`src/rtl/pmmu_arbiter.sv`:
```
// pmmu_arbiter: shares the single Pmmu port between the fetch and load/store requesters.
// Define PMMU_ARB_RR_EN to replace the fixed data-first tie-break with round-robin.
module pmmu_arbiter #(
    parameter int unsigned DATA_WIDTH = 32,
    parameter int unsigned ADDR_WIDTH = 32
) (
    input  logic                  clk_i,
    input  logic                  reset_i,
    input  logic                  f_req_i,
    input  logic [ADDR_WIDTH-1:0] f_addr_i,
    output logic                  f_gnt_o,
    output logic                  f_rdy_o,
    input  logic                  d_req_i,
    input  logic                  d_wr_i,
    input  logic [ADDR_WIDTH-1:0] d_addr_i,
    input  logic [DATA_WIDTH-1:0] d_wd_i,
    input  logic [2:0]            d_funct3_i,
    output logic                  d_gnt_o,
    output logic                  d_rdy_o,
    output logic [DATA_WIDTH-1:0] rd_o,
    output logic                  busy_o,
    output logic [ADDR_WIDTH-1:0] mem_addr_o,
    output logic [DATA_WIDTH-1:0] mem_wd_o,
    output logic [2:0]            mem_funct3_o,
    output logic                  mem_wr_o,
    output logic                  mem_rd_o,
    input  logic [DATA_WIDTH-1:0] mem_rd_i,
    input  logic                  mem_rdy_i
);

    localparam logic [1:0] ST_IDLE   = 2'b00;
    localparam logic [1:0] ST_ACCESS = 2'b01;
    localparam logic [1:0] ST_RESP   = 2'b10;

    localparam logic       OWN_FETCH   = 1'b0;
    localparam logic       OWN_DATA    = 1'b1;
    localparam logic [2:0] FUNCT3_WORD = 3'b010;

    logic [1:0]            state_q, state_d;
    logic                  owner_q, owner_d;
    logic [ADDR_WIDTH-1:0] addr_q, addr_d;
    logic [DATA_WIDTH-1:0] wd_q, wd_d;
    logic [DATA_WIDTH-1:0] rd_q, rd_d;
    logic [2:0]            funct3_q, funct3_d;
    logic                  mem_rd_q, mem_rd_d;
    logic                  mem_wr_q, mem_wr_d;
    logic                  f_gnt_q, f_gnt_d;
    logic                  d_gnt_q, d_gnt_d;
    logic                  f_rdy_q, f_rdy_d;
    logic                  d_rdy_q, d_rdy_d;
    logic                  busy_q, busy_d;
    logic                  pick_data_c;
    logic                  accept_c;

    assign accept_c = (state_q == ST_IDLE) && (f_req_i || d_req_i);

`ifdef PMMU_ARB_RR_EN
    logic last_owner_q;

    // On a tie, serve whichever port was not served last
    assign pick_data_c = d_req_i && (!f_req_i || (last_owner_q == OWN_FETCH));

    always_ff @(posedge clk_i) begin
        if (reset_i) begin
            last_owner_q <= OWN_DATA;
        end else if (accept_c) begin
            last_owner_q <= pick_data_c ? OWN_DATA : OWN_FETCH;
        end
    end
`else
    assign pick_data_c = d_req_i;
`endif

    // Next-state and registered-output decode
    always_comb begin
        state_d  = state_q;
        owner_d  = owner_q;
        addr_d   = addr_q;
        wd_d     = wd_q;
        rd_d     = rd_q;
        funct3_d = funct3_q;
        mem_rd_d = mem_rd_q;
        mem_wr_d = mem_wr_q;
        f_gnt_d  = 1'b0;
        d_gnt_d  = 1'b0;
        f_rdy_d  = 1'b0;
        d_rdy_d  = 1'b0;

        case (state_q)
            ST_IDLE: begin
                if (accept_c) begin
                    state_d = ST_ACCESS;
                    if (pick_data_c) begin
                        owner_d  = OWN_DATA;
                        addr_d   = d_addr_i;
                        wd_d     = d_wd_i;
                        funct3_d = d_funct3_i;
                        mem_wr_d = d_wr_i;
                        mem_rd_d = !d_wr_i;
                        d_gnt_d  = 1'b1;
                    end else begin
                        owner_d  = OWN_FETCH;
                        addr_d   = f_addr_i;
                        wd_d     = '0;
                        funct3_d = FUNCT3_WORD;
                        mem_wr_d = 1'b0;
                        mem_rd_d = 1'b1;
                        f_gnt_d  = 1'b1;
                    end
                end
            end
            ST_ACCESS: begin
                if (mem_rdy_i) begin
                    state_d  = ST_RESP;
                    mem_rd_d = 1'b0;
                    mem_wr_d = 1'b0;
                    if (mem_rd_q) begin
                        rd_d = mem_rd_i;
                    end
                    if (owner_q == OWN_DATA) begin
                        d_rdy_d = 1'b1;
                    end else begin
                        f_rdy_d = 1'b1;
                    end
                end
            end
            ST_RESP: begin
                state_d = ST_IDLE;
            end
            default: begin
                state_d  = ST_IDLE;
                mem_rd_d = 1'b0;
                mem_wr_d = 1'b0;
            end
        endcase

        busy_d = (state_d != ST_IDLE);
    end

    always_ff @(posedge clk_i) begin
        if (reset_i) begin
            state_q  <= ST_IDLE;
            owner_q  <= OWN_FETCH;
            addr_q   <= '0;
            wd_q     <= '0;
            rd_q     <= '0;
            funct3_q <= '0;
            mem_rd_q <= 1'b0;
            mem_wr_q <= 1'b0;
            f_gnt_q  <= 1'b0;
            d_gnt_q  <= 1'b0;
            f_rdy_q  <= 1'b0;
            d_rdy_q  <= 1'b0;
            busy_q   <= 1'b0;
        end else begin
            state_q  <= state_d;
            owner_q  <= owner_d;
            addr_q   <= addr_d;
            wd_q     <= wd_d;
            rd_q     <= rd_d;
            funct3_q <= funct3_d;
            mem_rd_q <= mem_rd_d;
            mem_wr_q <= mem_wr_d;
            f_gnt_q  <= f_gnt_d;
            d_gnt_q  <= d_gnt_d;
            f_rdy_q  <= f_rdy_d;
            d_rdy_q  <= d_rdy_d;
            busy_q   <= busy_d;
        end
    end

    assign f_gnt_o      = f_gnt_q;
    assign d_gnt_o      = d_gnt_q;
    assign f_rdy_o      = f_rdy_q;
    assign d_rdy_o      = d_rdy_q;
    assign rd_o         = rd_q;
    assign busy_o       = busy_q;
    assign mem_addr_o   = addr_q;
    assign mem_wd_o     = wd_q;
    assign mem_funct3_o = funct3_q;
    assign mem_rd_o     = mem_rd_q;
    assign mem_wr_o     = mem_wr_q;

endmodule
```
`config.mk`:
```
export PLATFORM = sky130hd
export DESIGN_NAME = pmmu_arbiter
export DESIGN_NICKNAME = d
export VERILOG_FILES = /design/src/rtl/pmmu_arbiter.sv
export SDC_FILE = /design/constraint.sdc
export NUM_CORES = 1
export LEC_CHECK = 0
export ABC_AREA = 1
export BUFFER_PORTS_ARGS = -buffer_cell sky130_fd_sc_hd__buf_4
export CAP_MARGIN = 5
export CORE_MARGIN = 2
export CORE_UTILIZATION = 44
export DETAILED_ROUTE_END_ITERATION = 8
export PLACE_DENSITY = 0.8
export SYNTH_ARGS = -nofsm -noshare
export SYNTH_HDL_FRONTEND = slang
export SYNTH_SLANG_ARGS = --single-unit
```
`constraint.sdc`:
```
create_clock -name clk_i -period 1.6 [get_ports clk_i]
set_clock_uncertainty 0.2 [all_clocks]
set_input_delay 0.32 -clock clk_i [delete_from_list [all_inputs] [get_ports clk_i]]
set_output_delay 0.32 -clock clk_i [all_outputs]
set_load 0.01 [all_outputs]
```
==> results.json <==
{
  "crit_path_frequent_cell": "buf_4",
  "ir_worst_vdd_mv": 0.6017,
  "cp.arrival_ns": 1.61,
  "path_clk_slew_ns": 0.11,
  "max_freq_mhz": 647.7,
  "final_cell_mix": "buf_4 (255), nand2_1 (138), dfxtp_1 (109)",
  "antenna_left": 0,
  "critPathSlowestCell": "dfxtp_1",
  "slew_headroom_pct": 71.10,
  "syn-num-nets": 721,
  "vias": 4842,
  "synth_warnings": 0,
  "synth.ff_latch_count": 109,
  "clockRootBuffer": "clkbuf_8",
  "report.final.slew_viol_count": 0,
  "end_kind": "flop",
  "crit_family": "buffers and inverters",
  "status": "completed",
  "worst_pin_slew_ns": 0.4325,
  "wirelength_um": 13530,
  "insertion_delay_ns": 0.36,
  "diodes": 0,
  "routabilityCongestion": 0.7608,
  "cts_sinks": 109,
  "grt_overflow": 0,
  "final_common_cell": "buf_4",
  "final.setup.tns_ns": 0,
  "reg2reg_depth": 7,
  "finalCritPeriodShare_pct": 96.50,
  "rsz0062_at_grt": "no",
  "crit_required_ns": 1.67,
  "core_area_sq_um": 9639,
  "first_pass_iters": 4,
  "vias_per_cell": 4.866,
  "antenna_found_initial": 0,
  "hold_violations": 0,
  "worstPathCellList": "buf_4 > inv_1 > nand4_1 > buf_4 > clkbuf_4 > o21ai_0 > nor2_1",
  "hold_path_class": "input pin to flop",
  "dp_hpwl_um": 9045,
  "std_cell_rows": 36,
  "numPortBuffers": 242,
  "slowest_delay_ns": 0.35,
  "drive_above_1_share_pct": 32.95,
  "synthCells": 584,
  "maxCapViolations": 0,
  "crit_path_max_fanout": 14,
  "die_h_um": 102.8,
  "first_global_vias": 4440,
  "cp_num_buf_inv": 4,
  "critPathLaunchType": "flop",
  "grt_max_degree": 107,
  "power_leakage_nw": 3.440,
  "tritoncts": "built",
  "crit_cells": 7,
  "grt_usage_pct": 23.70,
  "synth-seq-area-share_pct": 50.77,
  "setup_viol": 0,
  "syn-cell-area_sq_um": 4298,
  "syn_area_per_cell_sq_um": 7.359,
  "clk_path_buf_depth": 2,
  "drc": 0,
  "ys_types": 23,
  "post_drt_wl_per_cell_um": 13.60,
  "cts_inserted_buffers": 9,
  "finalPower_mw": 6.066,
  "initialDrtViolationCount": 148,
  "fin_crit_ns": 1.544,
  "chipWidth_um": 102.8,
  "power_density_nw_per_um2": 882.8,
  "htree_levels": 3,
  "initial_core_util_pct": 44.59,
  "dieArea_sq_um": 10570,
  "nNetsFinal": 994,
  "grt_first_pass_wirelength_um": 19950,
  "ios": 243,
  "synthToLayoutAreaGrowth_pct": 59.88,
  "min_path_cells": 3,
  "critPathKind": "flop to flop"
}
==> power breakdown <==
group,switching [mW],total (mW),internal [mW]
logic,0.666,1.38,0.714
clock network,0.947,1.68,0.730
registers,0.106,3.01,2.90
==> sequential cells by signal (all words and copies together), names as in the netlist, 2 cells and up <==
signal and flops:
mem_addr_o 32, mem_wd_o 32, rd_o 32, mem_funct3_o 3, state_q 2
==> layout make-up <==
cell class	count	area [sq um]
fill	784	2768
inverter	10	48.80
timing repair buffer	305	2425
sequential	109	2182
tap	133	166.4
clock inverter	7	73.82
multi-input combinational	422	1852
clock buffer	9	123.9
==> kinds of logic (layout without fill, tap and decap cells) <==
| logic type | count (synthesis) | in the layout | synth area share, % |
|---|---|---|---|
| AND/OR/NAND/NOR | 319 | 320 | 30.83 |
| flip-flops | 109 | 109 | 50.77 |
| AO/OA/AOI/OAI | 102 | 102 | 11.99 |
| buffers and inverters | 54 | 331 | 6.405 |
==> tightest hold or removal path: cells and delay by family <==
family / cells / cell delay [ns]
AOI/OAI and AO/OA: 1 / 0.08
and+or+nand+nor: 1 / 0.08
buffers and inverters: 1 / 0.07
==> per-stage QoR <==
stage,cells,hold slack [ns],cell area [sq um],setup slack (ns),util (%)
after floorplan,584,0.1891,4298,0.2198,-
after global placement,928,0.2296,6160,-0.08084,63.90
after global routing,995,0.01916,6872,0.006167,71.29
final,995,0.01698,6872,0.05608,71.29
after CTS,991,0.001986,6832,0.009327,70.87
after detailed placement,928,0.2319,6160,-0.1435,63.90
==> routing by layer <==
| metal | global-route usage (%) | part of all wire, % |
|---|---|---|
| met2 | 43.99 | 51 |
| met5 | 0 | 0 |
| met4 | 11.64 | 3.0 |
| met3 | 5.085 | 7.3 |
| met1 | 25.37 | 39 |
==> what timing repair did <==
item / 4_1_cts / 5_1_grt
buffers inserted: 0 / 3
setup endpoints to repair: 50 / 35
resized for setup: 2 / 4
pin swaps: 0 / 1
cloned: 1 / 1
hold buffers: 46 / 0
hold endpoints to repair: 48 / 0
==> Yosys cell counts <==
library cell | number | share of area [%]
nor2_4 | 2 | 0.52
buf_2 | 6 | 0.70
nand2_1 | 138 | 12
inv_6 | 1 | 0.20
clkbuf_1 | 21 | 1.8
o21ai_1 | 32 | 3.7
nor2_1 | 102 | 8.9
buf_1 | 4 | 0.35
a21boi_0 | 1 | 0.17
nand2_2 | 1 | 0.15
nand3_1 | 72 | 8.4
inv_1 | 7 | 0.61
o21ai_0 | 34 | 4.0
o211ai_1 | 1 | 0.17
inv_2 | 2 | 0.17
nor3_2 | 1 | 0.23
dfxtp_1 | 109 | 51
nand4_1 | 1 | 0.15
a21oi_1 | 34 | 4.0
nand2_4 | 1 | 0.26
buf_4 | 10 | 1.7
buf_6 | 3 | 0.79
nand3b_1 | 1 | 0.17
==> worst paths after layout <==
check / from / endpoint / slack, ns
worst min register to register: owner_q / f_rdy_o / 0.25
worst max register to register: state_q[1] / rd_o[26] / 0.06
worst min-delay path: mem_rd_i[27] / rd_o[27] / 0.02
worst max-delay path: state_q[1] / rd_o[26] / 0.06
No activity file was read; power rests on OpenSTA's default activity.
